**src/rtl/ram_arbiter_if.sv**
```systemverilog
// Client and RAM-side signal bundle for ram_arbiter.
// slave is the arbiter's view, master is the view of the logic around it
// (both clients plus the RAM wrapper).
interface ram_arbiter_if #(
  parameter int DATA_WIDE = 32,
  parameter int ADDR_WIDE = 9
);
  // client 0
  logic                 req0_valid;
  logic                 req0_we;
  logic [ADDR_WIDE-1:0] req0_addr;
  logic [DATA_WIDE-1:0] req0_wdata;
  logic                 req0_ready;
  logic                 rsp0_valid;
  logic [DATA_WIDE-1:0] rsp0_rdata;
  logic                 rsp0_err;
  // client 1
  logic                 req1_valid;
  logic                 req1_we;
  logic [ADDR_WIDE-1:0] req1_addr;
  logic [DATA_WIDE-1:0] req1_wdata;
  logic                 req1_ready;
  logic                 rsp1_valid;
  logic [DATA_WIDE-1:0] rsp1_rdata;
  logic                 rsp1_err;
  // RAM side
  logic                 ram_wr_en;
  logic                 ram_re_en;
  logic [ADDR_WIDE-1:0] ram_addr;
  logic [DATA_WIDE-1:0] ram_wdata;
  logic [DATA_WIDE-1:0] ram_rdata;

  modport slave (
    input  req0_valid, req0_we, req0_addr, req0_wdata,
    output req0_ready, rsp0_valid, rsp0_rdata, rsp0_err,
    input  req1_valid, req1_we, req1_addr, req1_wdata,
    output req1_ready, rsp1_valid, rsp1_rdata, rsp1_err,
    output ram_wr_en, ram_re_en, ram_addr, ram_wdata,
    input  ram_rdata
  );

  modport master (
    output req0_valid, req0_we, req0_addr, req0_wdata,
    input  req0_ready, rsp0_valid, rsp0_rdata, rsp0_err,
    output req1_valid, req1_we, req1_addr, req1_wdata,
    input  req1_ready, rsp1_valid, rsp1_rdata, rsp1_err,
    input  ram_wr_en, ram_re_en, ram_addr, ram_wdata,
    output ram_rdata
  );
endinterface

```
**src/rtl/ram_arbiter.sv**
```systemverilog
// Two-client round-robin arbiter and sequencer for a single-port synchronous
// RAM. One transaction is in flight at a time: accept in IDLE, one RAM
// command cycle, RD_LAT wait cycles for reads, then a one-cycle response.
// Out-of-range addresses skip the RAM and answer with err=1 immediately.
module ram_arbiter #(
  parameter int DATA_WIDE = 32,
  parameter int DEEP      = 512,
  parameter int ADDR_WIDE = $clog2(DEEP),
  parameter int RD_LAT    = 1
) (
  input logic          clk,
  input logic          rst_n,
  ram_arbiter_if.slave bus
);

  localparam int                   CNT_W    = (RD_LAT > 1) ? $clog2(RD_LAT) : 1;
  localparam logic [CNT_W-1:0]     CNT_LOAD = CNT_W'(RD_LAT - 1);
  // one extra bit so DEEP itself is representable when it is a power of two
  localparam logic [ADDR_WIDE:0]   DEEP_EXT = (ADDR_WIDE + 1)'(DEEP);

  typedef enum logic [1:0] {
    ST_IDLE = 2'd0,
    ST_CMD  = 2'd1,
    ST_WAIT = 2'd2,
    ST_RESP = 2'd3
  } state_t;

  state_t               state_r;
  state_t               next_state_s;
  logic                 last_grant_r;
  logic                 cap_we_r;
  logic                 cap_id_r;
  logic                 cap_err_r;
  logic [CNT_W-1:0]     wait_cnt_r;

  logic                 sel_valid_s;
  logic                 sel_id_s;
  logic                 sel_we_s;
  logic [ADDR_WIDE-1:0] sel_addr_s;
  logic [DATA_WIDE-1:0] sel_wdata_s;
  logic                 sel_err_s;
  logic                 req0_ready_s;
  logic                 req1_ready_s;
  logic                 accept_s;

  logic                 resp_id_s;
  logic                 resp_err_s;
  logic [DATA_WIDE-1:0] resp_data_s;

  logic                 ram_wr_en_r;
  logic                 ram_re_en_r;
  logic [ADDR_WIDE-1:0] ram_addr_r;
  logic [DATA_WIDE-1:0] ram_wdata_r;
  logic                 rsp0_valid_r;
  logic [DATA_WIDE-1:0] rsp0_rdata_r;
  logic                 rsp0_err_r;
  logic                 rsp1_valid_r;
  logic [DATA_WIDE-1:0] rsp1_rdata_r;
  logic                 rsp1_err_r;

  // Round-robin pick: a lone requester wins, on contention the client that
  // was not granted last wins.
  always_comb begin
    sel_valid_s = 1'b0;
    sel_id_s    = 1'b0;
    case ({bus.req1_valid, bus.req0_valid})
      2'b01: begin
        sel_valid_s = 1'b1;
        sel_id_s    = 1'b0;
      end
      2'b10: begin
        sel_valid_s = 1'b1;
        sel_id_s    = 1'b1;
      end
      2'b11: begin
        sel_valid_s = 1'b1;
        sel_id_s    = ~last_grant_r;
      end
      default: begin
        sel_valid_s = 1'b0;
        sel_id_s    = 1'b0;
      end
    endcase
  end

  // Request fields of the selected client, range check and ready strobes.
  always_comb begin
    sel_we_s    = 1'b0;
    sel_addr_s  = {ADDR_WIDE{1'b0}};
    sel_wdata_s = {DATA_WIDE{1'b0}};
    if (sel_id_s) begin
      sel_we_s    = bus.req1_we;
      sel_addr_s  = bus.req1_addr;
      sel_wdata_s = bus.req1_wdata;
    end else begin
      sel_we_s    = bus.req0_we;
      sel_addr_s  = bus.req0_addr;
      sel_wdata_s = bus.req0_wdata;
    end
    sel_err_s = ({1'b0, sel_addr_s} >= DEEP_EXT);
    // ready is gated by rst_n so nothing looks accepted while held in reset
    req0_ready_s = rst_n && (state_r == ST_IDLE) && sel_valid_s && !sel_id_s;
    req1_ready_s = rst_n && (state_r == ST_IDLE) && sel_valid_s &&  sel_id_s;
    accept_s     = req0_ready_s || req1_ready_s;
  end

  // Next-state logic of the transaction sequencer.
  always_comb begin
    next_state_s = state_r;
    case (state_r)
      ST_IDLE: begin
        if (accept_s) begin
          next_state_s = sel_err_s ? ST_RESP : ST_CMD;
        end else begin
          next_state_s = ST_IDLE;
        end
      end
      ST_CMD: begin
        next_state_s = cap_we_r ? ST_RESP : ST_WAIT;
      end
      ST_WAIT: begin
        if (wait_cnt_r == {CNT_W{1'b0}}) begin
          next_state_s = ST_RESP;
        end else begin
          next_state_s = ST_WAIT;
        end
      end
      ST_RESP: begin
        next_state_s = ST_IDLE;
      end
      default: begin
        next_state_s = ST_IDLE;
      end
    endcase
  end

  // Source of the response about to be issued: errors come straight from
  // the accept cycle, reads take the RAM word at the end of the last WAIT.
  always_comb begin
    resp_id_s   = cap_id_r;
    resp_err_s  = cap_err_r;
    resp_data_s = {DATA_WIDE{1'b0}};
    if (state_r == ST_IDLE) begin
      resp_id_s  = sel_id_s;
      resp_err_s = sel_err_s;
    end else begin
      resp_id_s  = cap_id_r;
      resp_err_s = cap_err_r;
    end
    if (state_r == ST_WAIT) begin
      resp_data_s = bus.ram_rdata;
    end else begin
      resp_data_s = {DATA_WIDE{1'b0}};
    end
  end

  // State register.
  always_ff @(posedge clk or negedge rst_n) begin
    if (!rst_n) begin
      state_r <= ST_IDLE;
    end else begin
      state_r <= next_state_s;
    end
  end

  // Capture the accepted request and remember who was granted.
  always_ff @(posedge clk or negedge rst_n) begin
    if (!rst_n) begin
      last_grant_r <= 1'b1;
      cap_we_r     <= 1'b0;
      cap_id_r     <= 1'b0;
      cap_err_r    <= 1'b0;
    end else if (accept_s) begin
      last_grant_r <= sel_id_s;
      cap_we_r     <= sel_we_s;
      cap_id_r     <= sel_id_s;
      cap_err_r    <= sel_err_s;
    end
  end

  // RAM command: loaded on accept so it is presented only in the CMD cycle.
  always_ff @(posedge clk or negedge rst_n) begin
    if (!rst_n) begin
      ram_wr_en_r <= 1'b0;
      ram_re_en_r <= 1'b0;
      ram_addr_r  <= {ADDR_WIDE{1'b0}};
      ram_wdata_r <= {DATA_WIDE{1'b0}};
    end else if (accept_s && !sel_err_s) begin
      ram_wr_en_r <= sel_we_s;
      ram_re_en_r <= !sel_we_s;
      ram_addr_r  <= sel_addr_s;
      ram_wdata_r <= sel_wdata_s;
    end else begin
      ram_wr_en_r <= 1'b0;
      ram_re_en_r <= 1'b0;
      ram_addr_r  <= {ADDR_WIDE{1'b0}};
      ram_wdata_r <= {DATA_WIDE{1'b0}};
    end
  end

  // Read latency counter: loaded in CMD, counts down through WAIT.
  always_ff @(posedge clk or negedge rst_n) begin
    if (!rst_n) begin
      wait_cnt_r <= {CNT_W{1'b0}};
    end else if (state_r == ST_CMD) begin
      wait_cnt_r <= CNT_LOAD;
    end else if ((state_r == ST_WAIT) && (wait_cnt_r != {CNT_W{1'b0}})) begin
      wait_cnt_r <= wait_cnt_r - {{(CNT_W-1){1'b0}}, 1'b1};
    end
  end

  // Response registers: one-cycle valid pulse, data/err held until the next
  // response to the same client.
  always_ff @(posedge clk or negedge rst_n) begin
    if (!rst_n) begin
      rsp0_valid_r <= 1'b0;
      rsp0_rdata_r <= {DATA_WIDE{1'b0}};
      rsp0_err_r   <= 1'b0;
      rsp1_valid_r <= 1'b0;
      rsp1_rdata_r <= {DATA_WIDE{1'b0}};
      rsp1_err_r   <= 1'b0;
    end else begin
      rsp0_valid_r <= 1'b0;
      rsp1_valid_r <= 1'b0;
      if (next_state_s == ST_RESP) begin
        if (resp_id_s) begin
          rsp1_valid_r <= 1'b1;
          rsp1_rdata_r <= resp_data_s;
          rsp1_err_r   <= resp_err_s;
        end else begin
          rsp0_valid_r <= 1'b1;
          rsp0_rdata_r <= resp_data_s;
          rsp0_err_r   <= resp_err_s;
        end
      end
    end
  end

  assign bus.req0_ready = req0_ready_s;
  assign bus.req1_ready = req1_ready_s;
  assign bus.rsp0_valid = rsp0_valid_r;
  assign bus.rsp0_rdata = rsp0_rdata_r;
  assign bus.rsp0_err   = rsp0_err_r;
  assign bus.rsp1_valid = rsp1_valid_r;
  assign bus.rsp1_rdata = rsp1_rdata_r;
  assign bus.rsp1_err   = rsp1_err_r;
  assign bus.ram_wr_en  = ram_wr_en_r;
  assign bus.ram_re_en  = ram_re_en_r;
  assign bus.ram_addr   = ram_addr_r;
  assign bus.ram_wdata  = ram_wdata_r;

endmodule
```
**src/flat_wrapper.sv**
```systemverilog
// flat-port wrapper written by rule: the top's interface ports become plain ports
module ram_arbiter_flat 
#(
  parameter int DATA_WIDE = 32,
  parameter int DEEP      = 512,
  parameter int ADDR_WIDE = $clog2(DEEP),
  parameter int RD_LAT    = 1
)
  (clk, rst_n, bus_req0_valid, bus_req0_we, bus_req0_addr, bus_req0_wdata, bus_req0_ready, bus_rsp0_valid, bus_rsp0_rdata, bus_rsp0_err, bus_req1_valid, bus_req1_we, bus_req1_addr, bus_req1_wdata, bus_req1_ready, bus_rsp1_valid, bus_rsp1_rdata, bus_rsp1_err, bus_ram_wr_en, bus_ram_re_en, bus_ram_addr, bus_ram_wdata, bus_ram_rdata);
  ram_arbiter_if #(.DATA_WIDE(DATA_WIDE), .ADDR_WIDE(ADDR_WIDE)) bus_i ();
  input logic clk;
  input logic rst_n;
  input wire logic [$bits(bus_i.req0_valid)-1:0] bus_req0_valid;
  input wire logic [$bits(bus_i.req0_we)-1:0] bus_req0_we;
  input wire logic [$bits(bus_i.req0_addr)-1:0] bus_req0_addr;
  input wire logic [$bits(bus_i.req0_wdata)-1:0] bus_req0_wdata;
  output wire logic [$bits(bus_i.req0_ready)-1:0] bus_req0_ready;
  output wire logic [$bits(bus_i.rsp0_valid)-1:0] bus_rsp0_valid;
  output wire logic [$bits(bus_i.rsp0_rdata)-1:0] bus_rsp0_rdata;
  output wire logic [$bits(bus_i.rsp0_err)-1:0] bus_rsp0_err;
  input wire logic [$bits(bus_i.req1_valid)-1:0] bus_req1_valid;
  input wire logic [$bits(bus_i.req1_we)-1:0] bus_req1_we;
  input wire logic [$bits(bus_i.req1_addr)-1:0] bus_req1_addr;
  input wire logic [$bits(bus_i.req1_wdata)-1:0] bus_req1_wdata;
  output wire logic [$bits(bus_i.req1_ready)-1:0] bus_req1_ready;
  output wire logic [$bits(bus_i.rsp1_valid)-1:0] bus_rsp1_valid;
  output wire logic [$bits(bus_i.rsp1_rdata)-1:0] bus_rsp1_rdata;
  output wire logic [$bits(bus_i.rsp1_err)-1:0] bus_rsp1_err;
  output wire logic [$bits(bus_i.ram_wr_en)-1:0] bus_ram_wr_en;
  output wire logic [$bits(bus_i.ram_re_en)-1:0] bus_ram_re_en;
  output wire logic [$bits(bus_i.ram_addr)-1:0] bus_ram_addr;
  output wire logic [$bits(bus_i.ram_wdata)-1:0] bus_ram_wdata;
  input wire logic [$bits(bus_i.ram_rdata)-1:0] bus_ram_rdata;
  assign bus_i.req0_valid = bus_req0_valid;
  assign bus_i.req0_we = bus_req0_we;
  assign bus_i.req0_addr = bus_req0_addr;
  assign bus_i.req0_wdata = bus_req0_wdata;
  assign bus_req0_ready = bus_i.req0_ready;
  assign bus_rsp0_valid = bus_i.rsp0_valid;
  assign bus_rsp0_rdata = bus_i.rsp0_rdata;
  assign bus_rsp0_err = bus_i.rsp0_err;
  assign bus_i.req1_valid = bus_req1_valid;
  assign bus_i.req1_we = bus_req1_we;
  assign bus_i.req1_addr = bus_req1_addr;
  assign bus_i.req1_wdata = bus_req1_wdata;
  assign bus_req1_ready = bus_i.req1_ready;
  assign bus_rsp1_valid = bus_i.rsp1_valid;
  assign bus_rsp1_rdata = bus_i.rsp1_rdata;
  assign bus_rsp1_err = bus_i.rsp1_err;
  assign bus_ram_wr_en = bus_i.ram_wr_en;
  assign bus_ram_re_en = bus_i.ram_re_en;
  assign bus_ram_addr = bus_i.ram_addr;
  assign bus_ram_wdata = bus_i.ram_wdata;
  assign bus_i.ram_rdata = bus_ram_rdata;
  ram_arbiter #(.DATA_WIDE(DATA_WIDE), .DEEP(DEEP), .ADDR_WIDE(ADDR_WIDE), .RD_LAT(RD_LAT)) u_core (.clk(clk), .rst_n(rst_n), .bus(bus_i));
endmodule
```
**config.mk**
```make
export PLATFORM = sky130hd
export DESIGN_NAME = ram_arbiter_flat
export DESIGN_NICKNAME = d
export VERILOG_FILES = /design/src/rtl/ram_arbiter_if.sv /design/src/rtl/ram_arbiter.sv /design/src/flat_wrapper.sv
export SDC_FILE = /design/constraint.sdc
export NUM_CORES = 1
export LEC_CHECK = 0
export CAP_MARGIN = 20
export CELL_PAD_IN_SITES_DETAIL_PLACEMENT = 2
export CELL_PAD_IN_SITES_GLOBAL_PLACEMENT = 2
export CORE_MARGIN = 2
export CORE_UTILIZATION = 42
export CTS_BUF_LIST = sky130_fd_sc_hd__clkbuf_16
export CTS_CLUSTER_SIZE = 20
export DETAILED_ROUTE_END_ITERATION = 7
export DONT_BUFFER_PORTS = 1
export PLACE_DENSITY_LB_ADDON = 0.3
export SLEW_MARGIN = 20
export SYNTH_ARGS = -nofsm -noshare
export SYNTH_HDL_FRONTEND = slang
export SYNTH_SLANG_ARGS = --single-unit
```
**constraint.sdc**
```tcl
create_clock -name clk -period 4.3 [get_ports clk]
set_input_delay 1.29 -clock clk [delete_from_list [all_inputs] [get_ports clk]]
set_output_delay 1.29 -clock clk [all_outputs]
set_load 0.03 [all_outputs]
```
==> flow_metrics.py, run 1 <==
metrics = {
    "outcome": {
        "outcome": "completed",
    },
    "global_route": {
        "overflow": 0,
        "track_usage_pct": 19.93,
        "met1_usage_pct": 19.80,
        "grt.busiest_layer": "met2",
        "grt_pass1_vias": 3008,
        "grt_pass1_wl_um": 16990,
        "grt_util_met3_pct": 10.61,
        "antenna_found_initial": 0,
        "grt_max_degree": 120,
        "grtUsageMet2_pct": 35.44,
    },
    "timing": {
        "fin_skew_ns": 0.008704,
        "finalHoldViolCount": 0,
        "fin_tns_setup_ns": 0,
        "finalSetupViolations": 0,
        "rsz0062_at_grt": "no",
        "min_period_ns": 3.271,
        "hold_ws_ns": 0.5199,
        "postLayoutSetupSlackWorst_ns": 1.029,
        "slew_violations": 0,
        "fmax_ghz": 0.3057,
        "finalCritPeriodShare_pct": 76.08,
    },
    "clocking": {
        "post_cts_resized": 0,
        "cts_max_level": 4,
        "cts_buffers": 17,
        "clk_pin_slew_ns": 0.06,
        "cts_setup_buffers": 0,
        "cts_tree": "yes",
        "cts_root_buf": "clkbuf_16",
        "insertion_delay_ns": 0.40,
        "cts_buffer_depth": 2,
        "hold_buffers": 0,
        "cts.sink_count": 115,
    },
    "finish": {
        "final_common_cell": "dfrtp_1",
        "syn_to_final_growth_pct": 15.61,
        "drive_gt1_share_pct": 22.05,
        "multiInputGateArea_um2": 1521,
        "final_area_um2": 5246,
        "seq_area_um2": 2879,
        "final_net_count": 434,
        "stdcell_count": 458,
        "diodes": 0,
        "final_cell_mix": "dfrtp_1 (114), a22o_1 (41), mux2_2 (35)",
        "fill_cells": 943,
    },
    "worst_setup_path": {
        "critPathMaxStageDelay_ns": 0.37,
        "timing.rr.end": "u_core.bus.rsp0_rdata[17]",
        "critPathMaxFanout": 4,
        "cpMaxStageDelayCell": "and3_2",
        "path_delay_family": "simple AND/OR/NAND/NOR gates",
        "rrSetupSlack_ns": 1.91,
        "worstRegToRegCells": 6,
        "path_buf_inv": 0,
        "reg2reg_from": "u_core.state_r[0]",
        "endpoint_kind": "output pin",
        "start_kind": "primary input",
        "path_class": "in -> out",
        "crit_arrival_ns": 1.98,
        "required_ns": 3.01,
        "worstPathCellList": "a21boi_1 -> and3_2",
    },
    "synthesis": {
        "ys_seq_elements": 115,
        "synthCells": 305,
        "yosys_warnings": 0,
        "syn_area_um2": 4538,
        "synthArstFlopShare_pct": 100.0,
        "synthFlopType": "dfrtp_1",
        "post_synth_num_cell_types": 30,
        "synth_edf_count": 0,
        "synth_seq_area_share_pct": 63.44,
        "syn_area_per_cell_um2": 14.88,
    },
    "pwr": {
        "p_per_area_nw_per_um2": 820.8,
        "ir_worst_vdd_uv": 293.0,
        "leakagePower_nw": 2.575,
    },
    "floorplanning": {
        "num_io_pins": 233,
        "core_area_um2": 10420,
        "rows": 37,
        "initial_core_util_pct": 43.57,
        "die_y_um": 107.9,
        "die-area_um2": 11650,
        "die_w_um": 107.9,
    },
    "drt": {
        "wl_um": 11130,
        "ant_nets": 0,
        "wire_per_inst_um": 24.29,
        "drc_errors": 0,
        "drtPass1Iterations": 4,
        "num_vias": 2559,
        "initialDrtViolationCount": 91,
        "vias_per_cell": 5.587,
    },
    "placement": {
        "placed_cells": 427,
        "dpl-instance-area_um2": 4627,
        "pre_cts_slack_ns": 1.027,
        "io_buffer_count": 0,
        "place.gp.congestion": 0.7592,
        "place_hpwl_um": 7542,
    },
    "flow_run": {
        "max-cap-violations": 0,
    },
    "hold_path": {
        "hp-class": "reg -> reg",
        "hp-start": "u_core.cap_id_r",
        "hold_end": "u_core.cap_id_r",
        "min_path_cells": 1,
    },
}
layer usage:
layer	vias up	wire length, µm
met3	14	1181
li1	1084	-
met2	145	6126
met1	1316	3677
met5	-	0
met4	0	141
report_power, final:
| group | internal, W | total, W | switching, W |
|---|---|---|---|
| clock network | 0.00101 | 0.00149 | 0.000477 |
| logic | 0.000386 | 0.000799 | 0.000413 |
| registers | 0.00135 | 0.00202 | 0.000669 |
| total | 0.00275 | 0.00431 | 0.00156 |
through the flow:
stage | total power (W) | util (%)
after CTS | 0.004379 | 50.37
after detailed placement | 0.002858 | 44.42
after global routing | 0.004529 | 50.37
after global placement | 0.002802 | 44.42
final | 0.004306 | 50.37
after floorplan | 0.002652 | -
worst max path at each step:
stage / endpoint / slack, ns / from / cells after the start
after global placement: bus_req1_ready / 1.06 / bus_req1_valid / 2
after CTS: bus_req1_ready / 1.02 / bus_req1_valid / 2
after floorplan: bus_req0_ready / 0.87 / rst_n / 3
after detailed placement: bus_req1_ready / 1.03 / bus_req1_valid / 2
after global routing: bus_req1_ready / 0.99 / bus_req1_valid / 2
final: bus_req1_ready / 1.03 / bus_req1_valid / 2
synthesized netlist by cell type (2+ instances only):
| cell type | number | share of area (%) |
|---|---|---|
| dfrtp_1 | 114 | 63 |
| a22o_1 | 41 | 7.9 |
| mux2_2 | 35 | 8.7 |
| and2_1 | 33 | 4.5 |
| mux2_1 | 29 | 7.2 |
| clkbuf_1 | 10 | 0.83 |
| inv_1 | 5 | 0.41 |
| buf_6 | 4 | 0.99 |
| ha_1 | 4 | 1.1 |
| nor2_1 | 3 | 0.25 |
| a21o_1 | 2 | 0.33 |
| a21oi_1 | 2 | 0.22 |
| buf_2 | 2 | 0.22 |
| buf_4 | 2 | 0.33 |
| clkbuf_8 | 2 | 0.61 |
| mux2i_1 | 2 | 0.44 |
| nand3_1 | 2 | 0.22 |
state kept, by name (all words and copies together) (netlist names):
| name | cells |
|---|---|
| u_core.cap_we_r | 1 |
| u_core.bus.rsp0_rdata | 32 |
| u_core.wait_cnt_r | 1 |
| u_core.bus.rsp1_valid | 1 |
| u_core.bus.ram_addr | 9 |
| u_core.bus.ram_wr_en | 1 |
| u_core.bus.rsp1_rdata | 32 |
| u_core.bus.ram_wdata | 32 |
| u_core.bus.rsp0_valid | 1 |
| u_core.bus.ram_re_en | 1 |
| u_core.last_grant_r | 1 |
| u_core.state_r | 2 |
| u_core.cap_id_r | 1 |
final cells by class:
type / instances / area share, %
multi-input cells: 166 / 29.00
flip-flops and latches: 115 / 54.88
clock inverters: 14 / 3.697
repair buffers: 5 / 0.7155
inverters: 5 / 0.3577
clock buffers: 17 / 8.109
well taps: 136 / 3.243
cells by family (layout without fill, tap and decap cells):
logic type,after synthesis,in the layout,share of synthesized area (%)
AO/OA/AOI/OAI,52,52,10.17
adder cells (fa/ha/maj),4,4,1.103
buffers and inverters,25,41,3.391
flip-flops,115,115,63.44
multiplexers,66,66,16.32
other,1,2,0.08263
AND/OR/NAND/NOR,42,42,5.487
(Power assumes the default switching activity.)
==> run 2: changes to the inputs <==
--- a/config.mk
+++ b/config.mk
@@ -9,7 +9,7 @@
 export CELL_PAD_IN_SITES_DETAIL_PLACEMENT = 2
 export CELL_PAD_IN_SITES_GLOBAL_PLACEMENT = 2
 export CORE_MARGIN = 2
-export CORE_UTILIZATION = 42
+export CORE_UTILIZATION = 39
 export CTS_BUF_LIST = sky130_fd_sc_hd__clkbuf_16
 export CTS_CLUSTER_SIZE = 20
 export DETAILED_ROUTE_END_ITERATION = 7
==> constraint.sdc (replaced) <==
create_clock -name clk -period 3.05 [get_ports clk]
set_input_delay 0.915 -clock clk [delete_from_list [all_inputs] [get_ports clk]]
set_output_delay 0.915 -clock clk [all_outputs]
set_load 0.03 [all_outputs]
==> run 2 against run 1 <==
Effect of this change:
- non-clock buffer count stayed put
- sequential power is 41% higher
- via count is 0.90% higher
- total power grew 35%
- sequential share of layout area increased by 0.64 points
- register-to-register slack worse by 1.0 ns
- core utilization fell by 4.8 points
- wire length is 0.14% lower
- die area up 7.4%
- hold slack lost 0.31 ns
- largest cell class unchanged
==> flow_metrics.py, run 2 (same netlist as run 1, synthesis figures left out) <==
metrics = {
    "outcome": {
        "outcome": "completed",
    },
    "global_route": {
        "overflow": 0,
        "track_usage_pct": 18.74,
        "antenna_found_initial": 1,
        "grt_pass1_vias": 3010,
        "grt_max_degree": 120,
        "grt_pass1_wl_um": 17480,
    },
    "clocking": {
        "cts_buffers": 17,
        "cts_buffer_depth": 2,
        "clk_pin_slew_ns": 0.05,
        "cts_tree": "yes",
        "cts_setup_buffers": 0,
        "insertion_delay_ns": 0.40,
        "cts_max_level": 4,
        "cts_root_buf": "clkbuf_16",
        "hold_buffers": 0,
        "cts.sink_count": 115,
        "post_cts_resized": 0,
    },
    "worst_setup_path": {
        "required_ns": 2.13,
        "path_class": "reg -> out",
        "worstPathCellList": "inv_1 -> ha_1 -> nand3_1 -> a21oi_4",
        "crit_arrival_ns": 1.59,
        "endpoint_kind": "output pin",
        "critPathMaxStageDelay_ns": 0.38,
        "path_delay_family": "flip-flops",
        "path_buf_inv": 1,
        "critPathMaxFanout": 5,
        "cpMaxStageDelayCell": "dfrtp_1",
        "start_kind": "register",
    },
    "timing": {
        "min_period_ns": 2.509,
        "finalCritPeriodShare_pct": 82.25,
        "fmax_ghz": 0.3986,
        "postLayoutSetupSlackWorst_ns": 0.5415,
        "hold_ws_ns": 0.2077,
        "finalSetupViolations": 0,
        "slew_violations": 0,
        "fin_tns_setup_ns": 0,
        "rsz0062_at_grt": "no",
        "finalHoldViolCount": 0,
        "fin_skew_ns": 0.005811,
    },
    "finish": {
        "diodes": 0,
        "drive_gt1_share_pct": 20.63,
        "final_common_cell": "dfrtp_1",
        "final_cell_mix": "dfrtp_1 (114), a22o_1 (41), mux2_2 (35)",
        "syn_to_final_growth_pct": 14.28,
        "final_area_um2": 5186,
        "final_net_count": 434,
        "stdcell_count": 463,
    },
    "drt": {
        "wire_per_inst_um": 24.00,
        "ant_nets": 0,
        "wl_um": 11110,
        "initialDrtViolationCount": 76,
        "vias_per_cell": 5.577,
        "num_vias": 2582,
        "drtPass1Iterations": 2,
        "drc_errors": 0,
    },
    "pwr": {
        "ir_worst_vdd_uv": 438.2,
        "clkPwrFrac_pct": 30.8,
        "p_per_area_nw_per_um2": 1119,
        "power_frac_comb_pct": 20.1,
        "swShare_pct": 37.34,
        "p_sw_w": 0.002167,
        "leakagePower_nw": 2.543,
        "power_frac_seq_pct": 49.0,
        "power.internal_w": 0.003636,
    },
    "floorplanning": {
        "initial_core_util_pct": 39.91,
        "core_area_um2": 11370,
        "rows": 39,
        "num_io_pins": 233,
        "die-area_um2": 12510,
        "die_y_um": 111.9,
        "die_w_um": 111.9,
    },
    "placement": {
        "io_buffer_count": 0,
        "dpl-instance-area_um2": 4661,
        "pre_cts_slack_ns": 0.6155,
        "placed_cells": 434,
        "place.gp.congestion": 0.7444,
        "place_hpwl_um": 7378,
    },
    "hold_path": {
        "hp-class": "in -> async",
    },
    "flow_run": {
        "max-cap-violations": 0,
    },
}
[run 2: final timing paths]
path                                    from                         to  slack [ns]  cells past startpoint
max in group asynchronous              rst_n        u_core.last_grant_r        2.62                      0
setup / recovery           u_core.state_r[0]             bus_req0_ready        0.54                      4
setup reg to reg           u_core.state_r[0]  u_core.bus.rsp1_rdata[26]        0.86                      7
min in group clk             u_core.cap_id_r            u_core.cap_id_r        0.52                      1
hold / removal                         rst_n   u_core.bus.rsp0_rdata[4]        0.21                      0
hold reg to reg              u_core.cap_id_r            u_core.cap_id_r        0.52                      1
[run 2: worst register-to-register path, stage by stage, from the launching register on]
cell	delay, ns
dfrtp_1	0.38
inv_1	0.11
ha_1	0.27
o211a_1	0.23
nand3_1	0.22
a21oi_4	0.22
buf_12	0.23
mux2_1	0.39
[run 2: through the flow]
| step | utilization (%) | power, W |
|---|---|---|
| floorplan | - | 0.003739 |
| global placement | 40.99 | 0.003986 |
| detailed placement | 40.99 | 0.004053 |
| CTS | 45.61 | 0.005906 |
| global route | 45.61 | 0.006118 |
| finish | 45.61 | 0.005802 |
[run 2: final cells by class]
type / count / area, µm²
clock buffers: 17 / 425.4
clock inverters: 12 / 100.1
fillers: 1071 / 6183
inverters: 5 / 18.77
multi-input cells: 166 / 1521
flip-flops and latches: 115 / 2879
well taps: 143 / 178.9
repair buffers: 5 / 62.56
[run 2: power groups by stage]
stage	Combinational (W)	Clock (W)	Sequential, W
3_5_place_dp	0.00118	0	0.00288
5_1_grt	0.00131	0.00191	0.00290
2_1_floorplan	0.000969	0	0.00277
3_3_place_gp	0.00112	0	0.00286
6_report	0.00117	0.00179	0.00285
4_1_cts	0.00120	0.00184	0.00286
[run 2: metal layers]
metal  track usage [%]  up-vias  routed length [µm]  part of all wire [%]
met4             6.173        2                 146                   1.3
met5                 0        -                  16                  0.14
met3             9.799       16                1206                    11
met1             19.44     1323                3916                    35
li1                  -     1089                   -                     -
met2             32.69      152                5825                    52
==> run 3: changes to the inputs <==
==> constraint.sdc (replaced) <==
create_clock -name clk -period 2.5 [get_ports clk]
set_input_delay 0.75 -clock clk [delete_from_list [all_inputs] [get_ports clk]]
set_output_delay 0.75 -clock clk [all_outputs]
set_load 0.03 [all_outputs]
==> run 3 against run 2 <==
Effect of this change:
- clock skew is 0.0016 ns higher
- critical endpoint unchanged
- register-to-register slack worse by 0.49 ns
- sequential share of layout area is 0.73 points lower
- sequential power is 22% higher
- highest routed layer unchanged
- largest power group unchanged
==> flow_metrics.py, run 3 (same netlist as run 1, synthesis figures left out) <==
metrics = {
    "outcome": {
        "outcome": "completed",
    },
    "drt": {
        "wl_um": 11140,
        "initialDrtViolationCount": 111,
        "drtPass1Iterations": 4,
        "ant_nets": 0,
        "vias_per_cell": 5.472,
        "num_vias": 2550,
        "wire_per_inst_um": 23.90,
        "drc_errors": 0,
    },
    "worst_setup_path": {
        "setup.worst_path.start": "u_core.state_r[0]",
        "required_ns": 1.75,
        "crit_arrival_ns": 1.57,
        "start_kind": "register",
        "endpoint_kind": "output pin",
        "rrSetupSlack_ns": 0.37,
        "critPathMaxFanout": 5,
        "path_class": "reg -> out",
        "reg2reg_from": "u_core.state_r[0]",
    },
    "floorplanning": {
        "initial_core_util_pct": 39.91,
        "die-area_um2": 12510,
        "num_io_pins": 233,
        "die_w_um": 111.9,
        "die_y_um": 111.9,
        "core_area_um2": 11370,
        "rows": 39,
    },
    "timing": {
        "fin_tns_setup_ns": 0,
        "hold_ws_ns": 0.04232,
        "finalCritPeriodShare_pct": 92.80,
        "slew_violations": 0,
        "finalSetupViolations": 0,
        "finalHoldViolCount": 0,
        "min_period_ns": 2.320,
        "rsz0062_at_grt": "no",
        "fmax_ghz": 0.4310,
        "fin_skew_ns": 0.007373,
    },
    "pwr": {
        "p_per_area_nw_per_um2": 1386,
        "swShare_pct": 37.14,
        "power.internal_w": 0.004578,
        "p_total_w": 0.007283,
        "clkPwrFrac_pct": 32.9,
        "leakagePower_nw": 2.568,
        "p_sw_w": 0.002705,
        "power_frac_comb_pct": 19.4,
        "power_frac_seq_pct": 47.7,
        "ir_worst_vdd_uv": 468.7,
    },
    "clocking": {
        "cts_root_buf": "clkbuf_16",
        "cts_buffers": 17,
        "cts_max_level": 4,
        "post_cts_resized": 0,
        "insertion_delay_ns": 0.40,
        "cts_buffer_depth": 2,
        "cts_tree": "yes",
        "cts.sink_count": 115,
        "cts_setup_buffers": 0,
        "hold_buffers": 0,
        "clk_pin_slew_ns": 0.06,
    },
    "global_route": {
        "track_usage_pct": 18.13,
        "grt_pass1_wl_um": 17080,
        "antenna_found_initial": 1,
        "grt_pass1_vias": 2926,
        "grt_max_degree": 120,
        "overflow": 0,
    },
    "finish": {
        "drive_gt1_share_pct": 23.22,
        "syn_to_final_growth_pct": 15.80,
        "final_cell_mix": "dfrtp_1 (114), a22o_1 (41), mux2_2 (35)",
        "multiInputGateArea_um2": 1521,
        "seq_area_um2": 2879,
        "fin_util_pct": 46.22,
        "diodes": 0,
        "final_net_count": 434,
        "fill_cells": 1073,
        "final_common_cell": "dfrtp_1",
    },
    "placement": {
        "place_hpwl_um": 7573,
        "io_buffer_count": 0,
        "place.gp.congestion": 0.7572,
    },
    "hold_path": {
        "hp-class": "in -> async",
    },
    "flow_run": {
        "max-cap-violations": 0,
    },
}
## run 3: changes by cell type in the layout (fill, tap and decap cells not counted), sizes merged
cell | before | now
inv | 6 | 7
bufinv | 2 | 3
clkinvlp | 0 | 4
clkinv | 9 | 6
## run 3: path summary, 6_finish.rpt
check	to	cells past startpoint
min reg2reg	u_core.cap_id_r	1
min in group clk	u_core.bus.ram_wdata[22]	1
min	u_core.bus.rsp1_rdata[4]	0
max reg2reg	u_core.bus.rsp0_rdata[24]	7
max	bus_req0_ready	4
max in group asynchronous	u_core.last_grant_r	0
## run 3: layer usage
layer  up-vias  track usage [%]  share of wire [%]
li1       1089                -                  -
met1      1296            18.56                 35
met2       154            31.11                 52
met3         9            11.05                 13
met4         2            5.185               0.92
met5         -                0               0.12
## run 3: power groups by stage
| stage | Combinational (W) | Sequential [W] | Clock, W |
|---|---|---|---|
| after global placement | 0.00136 | 0.00350 | 0 |
| after global routing | 0.00157 | 0.00354 | 0.00257 |
| final | 0.00141 | 0.00347 | 0.00240 |
| after detailed placement | 0.00145 | 0.00352 | 0 |
| after floorplan | 0.00118 | 0.00338 | 0 |
| after CTS | 0.00146 | 0.00349 | 0.00246 |
## run 3: stage by stage
step                std cells  instance area, µm²  setup slack [ns]
floorplan                 306                4542            0.1517
global placement          434                4661            0.3390
detailed placement        434                4661            0.2961
CTS                       466                5255            0.1328
global route              466                5255           0.06953
finish                    466                5255            0.1800
## run 3: area by class of cell
cell class,instances,share of cell area (%)
flip-flops and latches,115,54.79
well taps,143,3.405
multi-input cells,166,28.95
clock inverters,15,3.214
clock buffers,17,8.095
inverters,5,0.3571
repair buffers,5,1.190
## run 3: worst max-delay path, stage by stage (launching register included)
cell and delay, ns:
dfrtp_1 0.38, inv_1 0.10, ha_1 0.27, nand3_1 0.15, a21oi_4 0.28
